**config.mk**
```make
export PLATFORM = sky130hd
export DESIGN_NAME = hilo_div_controller
export DESIGN_NICKNAME = d
export VERILOG_FILES = /design/src/rtl/hilo_div_controller.sv
export SDC_FILE = /design/constraint.sdc
export NUM_CORES = 1
export LEC_CHECK = 0
export CAP_MARGIN = 30
export CORE_ASPECT_RATIO = 1.1
export CORE_MARGIN = 2
export CORE_UTILIZATION = 58
export CTS_BUF_LIST = sky130_fd_sc_hd__clkbuf_8
export DETAILED_ROUTE_END_ITERATION = 16
export DONT_BUFFER_PORTS = 1
export GPL_ROUTABILITY_DRIVEN = 0
export PLACE_DENSITY = 0.74
export SYNTH_ARGS = -nofsm -noshare
export SYNTH_HDL_FRONTEND = slang
export SYNTH_SLANG_ARGS = --single-unit
```
**constraint.sdc**
```tcl
create_clock -name clk -period 6.92 [get_ports clk]
set_clock_uncertainty 0.2 [all_clocks]
set_input_delay 1.384 -clock clk [delete_from_list [all_inputs] [get_ports clk]]
set_output_delay 1.384 -clock clk [all_outputs]
set_load 0.005 [all_outputs]
```
**src/rtl/hilo_div_controller.sv**
```systemverilog
// HI/LO register pair with a multi-cycle unsigned restoring divider (DIVU) and MFHI/MFLO/MTHI/MTLO access.
// Optional feature macro: DIV_EARLY_OUT_EN (dividend < nonzero divisor finishes at the accept edge).
module hilo_div_controller #(
  parameter int WIDTH = 32,
  parameter int CNT_W = 6
) (
  input  logic             clk,
  input  logic             reset,
  input  logic             start,
  input  logic [WIDTH-1:0] dataA,
  input  logic [WIDTH-1:0] dataB,
  input  logic             mf_req,
  input  logic             mt_we,
  input  logic             hl_sel,
  input  logic [WIDTH-1:0] mt_data,
  output logic [WIDTH-1:0] rd_data,
  output logic             busy,
  output logic             stall_req,
  output logic             done,
  output logic             dz_flag
);

  typedef enum logic [1:0] {
    IDLE = 2'd0,
    RUN  = 2'd1,
    DONE = 2'd2
  } state_e;

  localparam logic [CNT_W-1:0] LastCnt = CNT_W'(WIDTH - 1);

  state_e           state_q, state_d;
  logic [WIDTH-1:0] hi_q, hi_d;
  logic [WIDTH-1:0] lo_q, lo_d;
  logic [WIDTH-1:0] rem_q, rem_d;
  logic [WIDTH-1:0] quo_q, quo_d;
  logic [WIDTH-1:0] div_q, div_d;
  logic [CNT_W-1:0] cnt_q, cnt_d;
  logic             dz_q, dz_d;

  logic [WIDTH:0]   trial;
  logic [WIDTH-1:0] diffLow;
  logic             fits;
  logic [WIDTH-1:0] remNext;
  logic [WIDTH-1:0] quoNext;
  logic             earlyOut;

  // The remainder is always below the divisor, so a successful subtract fits in WIDTH bits.
  always_comb begin
    trial   = {rem_q, quo_q[WIDTH-1]};
    fits    = (trial >= {1'b0, div_q});
    diffLow = trial[WIDTH-1:0] - div_q;
    remNext = fits ? diffLow : trial[WIDTH-1:0];
    quoNext = {quo_q[WIDTH-2:0], fits};
  end

  always_comb begin
`ifdef DIV_EARLY_OUT_EN
    earlyOut = (dataB != '0) && (dataA < dataB);
`else
    earlyOut = 1'b0;
`endif
  end

  always_comb begin
    state_d   = state_q;
    hi_d      = hi_q;
    lo_d      = lo_q;
    rem_d     = rem_q;
    quo_d     = quo_q;
    div_d     = div_q;
    cnt_d     = cnt_q;
    dz_d      = dz_q;
    busy      = (state_q == RUN);
    done      = (state_q == DONE);
    stall_req = busy & (start | mf_req | mt_we);

    unique case (state_q)
      IDLE, DONE: begin
        state_d = IDLE;
        if (mt_we) begin
          if (hl_sel) hi_d = mt_data;
          else        lo_d = mt_data;
        end
        // A divide result written at this edge takes priority over a same-cycle move-to.
        if (start) begin
          div_d   = dataB;
          quo_d   = dataA;
          rem_d   = '0;
          cnt_d   = '0;
          dz_d    = (dataB == '0);
          state_d = RUN;
          if (earlyOut) begin
            hi_d    = dataA;
            lo_d    = '0;
            state_d = DONE;
          end
        end
      end
      RUN: begin
        rem_d = remNext;
        quo_d = quoNext;
        cnt_d = cnt_q + CNT_W'(1);
        if (cnt_q == LastCnt) begin
          lo_d    = quoNext;
          hi_d    = remNext;
          state_d = DONE;
        end
      end
      default: state_d = IDLE;
    endcase
  end

  always_ff @(posedge clk) begin
    if (reset) begin
      state_q <= IDLE;
      hi_q    <= '0;
      lo_q    <= '0;
      rem_q   <= '0;
      quo_q   <= '0;
      div_q   <= '0;
      cnt_q   <= '0;
      dz_q    <= 1'b0;
    end else begin
      state_q <= state_d;
      hi_q    <= hi_d;
      lo_q    <= lo_d;
      rem_q   <= rem_d;
      quo_q   <= quo_d;
      div_q   <= div_d;
      cnt_q   <= cnt_d;
      dz_q    <= dz_d;
    end
  end

  assign rd_data = hl_sel ? hi_q : lo_q;
  assign dz_flag = dz_q;

endmodule

```
==> impl_metrics.env, run 1 <==
export IMPL_num_fill_cells=1449
export IMPL_internal_power_mw=2.30
export IMPL_worstPathCellList="nor3_1 -> nor2_1"
export IMPL_placed_cell_area_um2=9410
export IMPL_grt_pass1_wl_um=38800
export IMPL_worst_pin_slew_ns=0.931
export IMPL_rr_endpoint="rem_q[31]"
export IMPL_cts_root_buf="clkbuf_8"
export IMPL_max_freq_mhz=282
export IMPL_num_antenna_cells=0
export IMPL_fp_row_count=48
export IMPL_finalInstanceArea_um2=9820
export IMPL_syn_area_per_cell_um2=7.75
export IMPL_power_density_nw_per_um2=416
export IMPL_clock_sink_count=169
export IMPL_rr_worst_depth=12
export IMPL_min_period_ns=3.55
export IMPL_min_path_cells=2
export IMPL_reg2reg_from="div_q[9]"
export IMPL_slew_violations=0
export IMPL_power_frac_seq=0.286
export IMPL_ctsLongestPathBuffers=2
export IMPL_synth_area_um2=9430
export IMPL_cp_top_family="simple AND/OR/NAND/NOR gates"
export IMPL_ys_types=67
export IMPL_endpoint_kind="output port"
export IMPL_switching_power_mw=1.79
export IMPL_ys_seq_elements=169
export IMPL_ff_latch_area_um2=3380
export IMPL_grt_max_degree=151
export IMPL_tns_ns=0
export IMPL_synthTopCellsByArea="dfxtp_1, nand2_1, a311oi_1"
export IMPL_hp_class="register to register"
export IMPL_maxSlewHeadroom=0.377
export IMPL_start_util=0.597
export IMPL_p_clk_frac=0.183
export IMPL_vias_per_cell=6.11
export IMPL_yosysWarnings=0
export IMPL_cpMaxStageDelayCell="nor3_1"
export IMPL_fin_crit_sh=0.512
export IMPL_netlist_instances=1218
export IMPL_die_x_um=126
export IMPL_synth_area_leader_cell="dfxtp_1"
export IMPL_path_depth=2
export IMPL_grt_pass1_vias=7434
export IMPL_ys_flop_type="dfxtp_1"
export IMPL_cts_resized=0
export IMPL_maxCapViolCount=0
export IMPL_synth_edf_count=0
export IMPL_synth_top_area_frac=0.359
export IMPL_layout_drive_gt1_share=0.0873
export IMPL_port_buffers=0
export IMPL_wire_per_inst_um=17.7
export IMPL_die_area_um2=17300
export IMPL_ant_nets=0
export IMPL_worstSkewPairLatency_ns=0.48
export IMPL_hold_violations=0
export IMPL_synthTopCellsByCount="nand2_1, dfxtp_1, nor2_1"
export IMPL_irDropWorstVdd_v=0.000444
export IMPL_hold_end="div_q[19]"
export IMPL_cts_buffers_inserted=17
export IMPL_dpl_hpwl_um=16900
export IMPL_first_pass_iters=6
export IMPL_worst_path_buf_inv=0
export IMPL_setup_viol=0
export IMPL_async_reset_ff_frac=0
export IMPL_min_from="div_q[19]"
export IMPL_syn_to_final_growth_pct=4.08
export IMPL_crit_fanout=2
export IMPL_nets=1292
export IMPL_p_leak_nw=3.76
export IMPL_p_comb_frac=0.531
export IMPL_drcViolationCount=0
export IMPL_antenna_found_initial=0
export IMPL_crit_path_start_kind="input port"
export IMPL_multi_input_area_um2=5520
export IMPL_ff2ff_setup_slack_ns=3.43
export IMPL_drt_iter0_markers=819
export IMPL_syn_nets=1354
export IMPL_vias=8362
export IMPL_wl_um=24200
export IMPL_overflow=0
export IMPL_post_cts_setup_buffers=0
export IMPL_status="finished, final reports clean"
export IMPL_synth_seq_area_share=0.359
export IMPL_required_ns=5.34
export IMPL_die_h_um=138
export IMPL_netSwitchingFraction=0.438
export IMPL_cts_max_level=4
export IMPL_coreArea_um2=15800
export IMPL_postCtsHoldBufs=0
export IMPL_pin_count=138
export IMPL_crit_path_max_incr_delay_ns=0.39
export IMPL_cts_tree="built"
export IMPL_rsz0062_at_grt="false"
export IMPL_yosysMostFrequentCell="nand2_1"
export IMPL_grtUsageTotal=0.276
export IMPL_path_clk_slew_ns=0.09
export IMPL_cp_arrival_ns=1.96
export IMPL_critPathKind="input port to output port"
==> layer usage <==
metal,vias to the layer above,track usage,part of all wire
met1,3887,0.406,0.48
met3,28,0.0598,0.075
met2,280,0.410,0.43
li1,4167,-,-
met4,0,0.0667,0.014
met5,-,0,0
==> power groups by stage <==
| stage | sequential [mW] | combinational, mW | clock, mW |
|---|---|---|---|
| after CTS | 1.17 | 2.14 | 0.751 |
| final | 1.17 | 2.17 | 0.747 |
| after detailed placement | 1.19 | 2.13 | 0 |
| after global routing | 1.18 | 2.37 | 0.786 |
| after floorplan | 1.16 | 1.79 | 0 |
| after global placement | 1.19 | 2.11 | 0 |
==> worst min-delay path, stage by stage, from the launching register on <==
cell     delay [ns]
dfxtp_1        0.32
nand2_1        0.05
a21oi_1        0.05
==> per-stage QoR <==
stage | utilization | power, mW | worst slack (ns) | std cells | hold WS, ns
3_5_place_dp | 0.596 | 3.32 | 3.43 | 1337 | 0.238
4_1_cts | 0.622 | 4.06 | 3.40 | 1368 | 0.251
2_1_floorplan | - | 2.95 | 2.99 | 1218 | 0.228
6_report | 0.622 | 4.09 | 3.37 | 1368 | 0.251
3_3_place_gp | 0.594 | 3.29 | 3.35 | 1335 | 0.231
5_1_grt | 0.622 | 4.34 | 3.20 | 1368 | 0.271
==> layout by cell type, fill, tap and decap left out, types with 19 or more instances in the layout <==
cell type  instances
nand3_1           20
mux2_2            39
ha_1              33
o21ai_0           45
nor2_1           137
mux2i_1           19
inv_1             46
dfxtp_1          169
a21oi_1           91
a311oi_1          67
nand2_1          254
==> worst max-delay path by stage <==
| stage | from | end | slack (ns) |
|---|---|---|---|
| 2_1_floorplan | hl_sel | rd_data[10] | 2.99 |
| 3_3_place_gp | start | rem_q[31] | 3.35 |
| 3_5_place_dp | start | rem_q[5] | 3.43 |
| 4_1_cts | state_q[0] | busy | 3.40 |
| 5_1_grt | div_q[9] | rem_q[31] | 3.20 |
| 6_report | mt_we | stall_req | 3.37 |
==> registers in the layout (all words and copies together), names as in the netlist <==
| register | count |
|---|---|
| dz_flag | 1 |
| div_q | 32 |
| quo_q | 32 |
| rem_q | 32 |
| cnt_q | 6 |
| state_q | 2 |
| lo_q | 32 |
| hi_q | 32 |
==> cells by family after synthesis <==
family | after synthesis | synth area share
adder cells (fa/ha/maj) | 34 | 0.0459
multiplexers | 59 | 0.0683
AO/OA/AOI/OAI | 316 | 0.235
AND/OR/NAND/NOR | 478 | 0.211
flip-flops | 169 | 0.359
XOR/XNOR | 24 | 0.0223
buffers and inverters | 138 | 0.0595
==> layout make-up <==
| cell class | instances | share of cell area |
|---|---|---|
| Tap cell | 200 | 0.0255 |
| Timing Repair Buffer | 9 | 0.00815 |
| Inverter | 48 | 0.0183 |
| Clock inverter | 14 | 0.0176 |
| Multi-Input combinational cell | 911 | 0.562 |
| Sequential cell | 169 | 0.345 |
| Clock buffer | 17 | 0.0238 |
Power figures use the tool's default switching activity.
==> inputs of run 2 (changes only) <==
- PLACE_DENSITY: 0.74 -> 0.76
- clock period: 6.92 -> 3.05 ns (I/O delays scaled with it)
==> run 2 against run 1 <==
Effect of this change:
- sequential share of layout area is 2.8 points lower
- via count is 6.7% higher
- register-to-register slack worse by 3.4 ns
- setup slack worse by 3.3 ns
- sequential cell count stayed put
- count of clock-buffer cells in the layout is 2 higher
- first-iteration DRC count is 7.0% lower
- routed wire length is 9.4% higher
- highest routed layer unchanged
- die area stayed put
- utilization is 5.6 points higher
- clock power is 120% higher
- critical path depth is 10 higher
==> impl_metrics.env, run 2 (synthesis gave the netlist of run 1 again) <==
export IMPL_fin_crit_sh=0.991
export IMPL_endpoint_kind="register"
export IMPL_path_clk_slew_ns=0.09
export IMPL_layout_commonest_cell="nand2_1"
export IMPL_layout_drive_gt1_share=0.169
export IMPL_num_fill_cells=1308
export IMPL_drcViolationCount=0
export IMPL_hold_violations=0
export IMPL_crit_fanout=12
export IMPL_nets=1359
export IMPL_rsz0062_at_grt="true"
export IMPL_vias_per_cell=6.22
export IMPL_required_ns=3.26
export IMPL_hp_class="input port to register"
export IMPL_wl_um=26400
export IMPL_dpl_hpwl_um=18300
export IMPL_p_leak_nw=4.17
export IMPL_cts_buffers_inserted=17
export IMPL_maxSlewHeadroom=0.347
export IMPL_setup_viol=0
export IMPL_start_util=0.597
export IMPL_grt_pass1_vias=8088
export IMPL_crit_path_start_kind="register"
export IMPL_worst_pin_slew_ns=0.976
export IMPL_overflow=0
export IMPL_max_freq_mhz=331
export IMPL_wire_per_inst_um=18.4
export IMPL_die_h_um=138
export IMPL_post_place_ws_ns=-0.0782
export IMPL_ff2ff_setup_slack_ns=0.03
export IMPL_power_density_nw_per_um2=1020
export IMPL_die_area_um2=17300
export IMPL_multi_input_area_um2=5850
export IMPL_vias=8926
export IMPL_die_x_um=126
export IMPL_grt_pass1_wl_um=41300
export IMPL_cts_max_level=4
export IMPL_num_antenna_cells=0
export IMPL_cp_arrival_ns=3.23
export IMPL_crit_path_max_incr_delay_ns=0.38
export IMPL_final_cell_mix="nand2_1, dfxtp_1, nor2_1"
export IMPL_grtUsageTotal=0.295
export IMPL_clock_sink_count=169
export IMPL_pin_count=138
export IMPL_antenna_found_initial=0
export IMPL_drt_iter0_markers=762
export IMPL_min_period_ns=3.02
export IMPL_ant_nets=0
export IMPL_cts_tree="built"
export IMPL_port_buffers=0
export IMPL_layout_setup_ws_ns=0.0268
export IMPL_worstPathCellList="ha_4 -> nor2b_1 -> o31a_1 -> o31ai_4 -> a21oi_2 -> o31ai_4 -> o21ai_4 -> buf_12 -> buf_12 -> mux2i_4 -> a211o_1 -> a21oi_1"
export IMPL_first_pass_iters=7
export IMPL_syn_to_final_growth_pct=13.5
export IMPL_maxCapViolCount=0
export IMPL_grt_max_degree=122
export IMPL_ctsLongestPathBuffers=2
export IMPL_slew_violations=0
export IMPL_status="finished, final reports clean"
export IMPL_cts_root_buf="clkbuf_8"
export IMPL_cpMaxStageDelayCell="dfxtp_4"
export IMPL_worstSkewPairLatency_ns=0.47
export IMPL_irDropWorstVdd_v=0.000572
export IMPL_tns_ns=0
export IMPL_critPathKind="register to register"
export IMPL_coreArea_um2=15800
export IMPL_ff_latch_area_um2=3390
export IMPL_fp_row_count=48
[run 2: cell types whose count changed in the layout (fill, tap and decap cells not counted), sizes merged]
cell / previous run / this run
clkinvlp: 4 / 2
clkinv: 4 / 3
clkbuf: 17 / 19
buf: 9 / 68
inv: 51 / 52
dlygate4sd3: 0 / 8
[run 2: per-stage QoR]
step / util / cells / hold WS (ns) / power, mW / area (um2)
floorplan: - / 1218 / 0.228 / 6.69 / 9430
global placement: 0.622 / 1386 / 0.235 / 8.04 / 9820
detailed placement: 0.622 / 1386 / 0.241 / 8.13 / 9820
CTS: 0.656 / 1430 / 0.000600 / 10.1 / 10400
global route: 0.678 / 1435 / 0.0274 / 11.5 / 10700
finish: 0.678 / 1435 / 0.0503 / 10.9 / 10700
[run 2: worst paths after layout]
path              from         to  cells past startpoint
min reg2reg  div_q[18]  div_q[18]                      2
max           rem_q[0]    hi_q[6]                     12
max reg2reg   rem_q[0]    hi_q[6]                     12
min              reset   lo_q[30]                      1
[run 2: area by class of cell]
cell class,count,share of cell area
multi-input combinational,911,0.546
sequential,169,0.316
timing repair buffer,76,0.0598
clock buffer,19,0.0244
tap,200,0.0234
inverter,48,0.0168
clock inverter,12,0.0126
[run 2: routing by layer]
layer | wire length, um | vias up | track usage
met5 | 0 | - | 0
met4 | 567 | 0 | 0.0951
met3 | 2050 | 56 | 0.0485
met2 | 11700 | 431 | 0.455
met1 | 12100 | 4139 | 0.422
li1 | - | 4300 | -
[run 2: timing repair]
| action | in CTS | in global routing |
|---|---|---|
| buffers inserted | 5 | 5 |
| hold buffers | 8 | 0 |
| pin swaps | 1 | 8 |
| gates resized for setup | 9 | 62 |
| cloned | 0 | 0 |
| hold endpoints to repair | 26 | 0 |
| setup endpoints to repair | 18 | 58 |
[run 2: critical path, delay by kind of cell (launching register included)]
family	cells	cell delay, ns
AOI/OAI and AO/OA	7	1.49
adders and majority gates	1	0.24
buffers and inverters	2	0.31
DFF	1	0.38
muxes	1	0.20
and+or+nand+nor	1	0.14
[run 2: report_power, final]
group	switching [mW]	total (mW)	internal, mW
combinational	3.48	6.59	3.11
sequential	0.232	2.69	2.45
clock	0.812	1.64	0.832
total	4.53	10.9	6.39
==> inputs of run 3 (changes only) <==
--- a/config.mk
+++ b/config.mk
@@ -7,12 +7,14 @@
 export LEC_CHECK = 0
 export CAP_MARGIN = 30
+export CELL_PAD_IN_SITES_DETAIL_PLACEMENT = 1
+export CELL_PAD_IN_SITES_GLOBAL_PLACEMENT = 1
 export CORE_ASPECT_RATIO = 1.1
 export CORE_MARGIN = 2
-export CORE_UTILIZATION = 58
+export CORE_UTILIZATION = 44
 export CTS_BUF_LIST = sky130_fd_sc_hd__clkbuf_8
 export DETAILED_ROUTE_END_ITERATION = 16
 export DONT_BUFFER_PORTS = 1
 export GPL_ROUTABILITY_DRIVEN = 0
-export PLACE_DENSITY = 0.76
+export PLACE_DENSITY_LB_ADDON = 0.1
 export SYNTH_ARGS = -nofsm -noshare
 export SYNTH_HDL_FRONTEND = slang
==> constraint.sdc (replaced) <==
create_clock -name clk -period 3.05 [get_ports clk]
set_clock_uncertainty 0.2 [all_clocks]
set_input_delay 0.915 -clock clk [delete_from_list [all_inputs] [get_ports clk]]
set_output_delay 0.915 -clock clk [all_outputs]
set_load 0.005 [all_outputs]
==> run 3 against run 2 <==
Effect of this change:
- cell area up 3.3%
- worst hold slack better by 0.20 ns
- combinational power is 6.2% higher
- critical path type unchanged
- count of clock-buffer cells in the layout decreased by 2
- highest routed layer unchanged
- global-route usage shrank 3.3 points
- fmax is 0.30% higher
- setup slack better by 0.0090 ns
- total power is 5.0% higher
- first-iteration DRC count fell by 36%
==> impl_metrics.env, run 3 (synthesis gave the netlist of run 1 again) <==
export IMPL_final_cell_mix="nand2_1, dfxtp_1, nor2_1"
export IMPL_power_density_nw_per_um2=1040
export IMPL_netSwitchingFraction=0.428
export IMPL_ant_nets=0
export IMPL_max_freq_mhz=332
export IMPL_irDropWorstVdd_v=0.000427
export IMPL_finalInstanceArea_um2=11100
export IMPL_p_leak_nw=4.30
export IMPL_placed_cell_area_um2=10200
export IMPL_maxSlewHeadroom=0.496
export IMPL_crit_path_start_kind="register"
export IMPL_tns_ns=0
export IMPL_cts_root_buf="clkbuf_8"
export IMPL_port_buffers=0
export IMPL_internal_power_mw=6.56
export IMPL_worstSkewPairLatency_ns=0.47
export IMPL_p_clk_frac=0.155
export IMPL_power_frac_seq=0.235
export IMPL_nets=1378
export IMPL_critPathKind="register to register"
export IMPL_hold_violations=0
export IMPL_switching_power_mw=4.91
export IMPL_overflow=0
export IMPL_start_util=0.446
export IMPL_ctsLongestPathBuffers=2
export IMPL_p_comb_frac=0.611
export IMPL_cts_tree="built"
export IMPL_vias=8959
export IMPL_hp_class="register to register"
export IMPL_drcViolationCount=0
export IMPL_setup_viol=0
export IMPL_required_ns=3.24
export IMPL_path_clk_slew_ns=0.11
export IMPL_clock_sink_count=169
export IMPL_grt_pass1_wl_um=47100
export IMPL_dpl_hpwl_um=21400
export IMPL_ff_latch_area_um2=3400
export IMPL_status="finished, final reports clean"
export IMPL_die_h_um=158
export IMPL_die_area_um2=22600
export IMPL_grtUsageTotal=0.262
export IMPL_coreArea_um2=21200
export IMPL_cts_buffers_inserted=17
export IMPL_layout_drive_gt1_share=0.202
export IMPL_num_antenna_cells=0
export IMPL_grt_pass1_vias=8616
export IMPL_fin_crit_sh=0.988
export IMPL_crit_fanout=5
export IMPL_multi_input_area_um2=5890
export IMPL_fp_row_count=56
export IMPL_num_fill_cells=2581
export IMPL_wl_um=30400
export IMPL_first_pass_iters=5
export IMPL_pin_count=138
export IMPL_min_period_ns=3.01
export IMPL_maxCapViolCount=0
export IMPL_syn_to_final_growth_pct=17.3
export IMPL_antenna_found_initial=0
export IMPL_vias_per_cell=5.80
export IMPL_drt_iter0_markers=485
export IMPL_slew_violations=0
export IMPL_worst_pin_slew_ns=0.754
export IMPL_grt_max_degree=151
export IMPL_endpoint_kind="register"
export IMPL_cts_max_level=4
export IMPL_layout_commonest_cell="nand2_1"
export IMPL_cp_arrival_ns=3.20
export IMPL_wire_per_inst_um=19.7
export IMPL_die_x_um=144
export IMPL_holdWs_ns=0.255
-- run 3: cell count changes in the layout (fill, tap and decap cells not counted), sizes merged --
cell | before | now
buf | 68 | 95
bufinv | 3 | 2
inv | 52 | 58
dlygate4sd3 | 8 | 0
clkinvlp | 2 | 0
clkbuf | 19 | 17
-- run 3: layout make-up --
class	instances	area share
multi-input cells	911	0.532
flip-flops and latches	169	0.307
repair buffers	95	0.0729
well taps	290	0.0328
clock buffers	17	0.0211
clock inverters	15	0.0178
inverters	48	0.0163
-- run 3: routing by layer --
layer	wire, um	track usage
met5	0	0
met4	581	0.0663
met3	1480	0.0417
met2	13800	0.409
met1	14500	0.377
-- run 3: worst paths after layout --
check / start / to / slack [ns] / cells after the start
worst max-delay path: div_q[9] / hi_q[30] / 0.04 / 13
worst min-delay path: div_q[15] / div_q[15] / 0.25 / 2
worst max register to register: div_q[9] / hi_q[30] / 0.04 / 13
worst min register to register: div_q[15] / div_q[15] / 0.25 / 2
-- run 3: repair_timing --
action	CTS	global route
hold buffers	0	0
endpoints found under the setup margin	43	63
gates resized for setup	26	69
cloned	0	0
buffers inserted	7	9
pin swaps	15	29
-- run 3: worst max-delay path, cell delays in order, from the launching register on --
cell	delay [ns]
dfxtp_1	0.35
inv_1	0.07
ha_4	0.28
buf_4	0.13
nand2_1	0.08
o211ai_1	0.31
a21oi_2	0.09
o21ai_2	0.23
a41oi_2	0.14
buf_6	0.16
o41ai_4	0.30
xor2_1	0.20
mux2i_1	0.14
a221oi_2	0.25
-- run 3: power by group through the flow --
stage               sequential (mW)  clock (mW)  combinational [mW]
floorplan                      2.62           0                4.07
global route                   2.72        1.91                7.54
finish                         2.69        1.77                7.00
CTS                            2.67        1.82                6.33
global placement               2.71           0                5.86
detailed placement             2.71           0                5.96
-- run 3: per-stage QoR --
stage | std cells | total power, mW | worst slack [ns] | utilization
finish | 1545 | 11.5 | 0.0359 | 0.523
detailed placement | 1501 | 8.67 | -0.160 | 0.480
CTS | 1538 | 10.8 | -0.0403 | 0.506
global placement | 1501 | 8.56 | -0.0298 | 0.480
floorplan | 1218 | 6.69 | 0.0581 | -
global route | 1545 | 12.2 | -0.0545 | 0.523
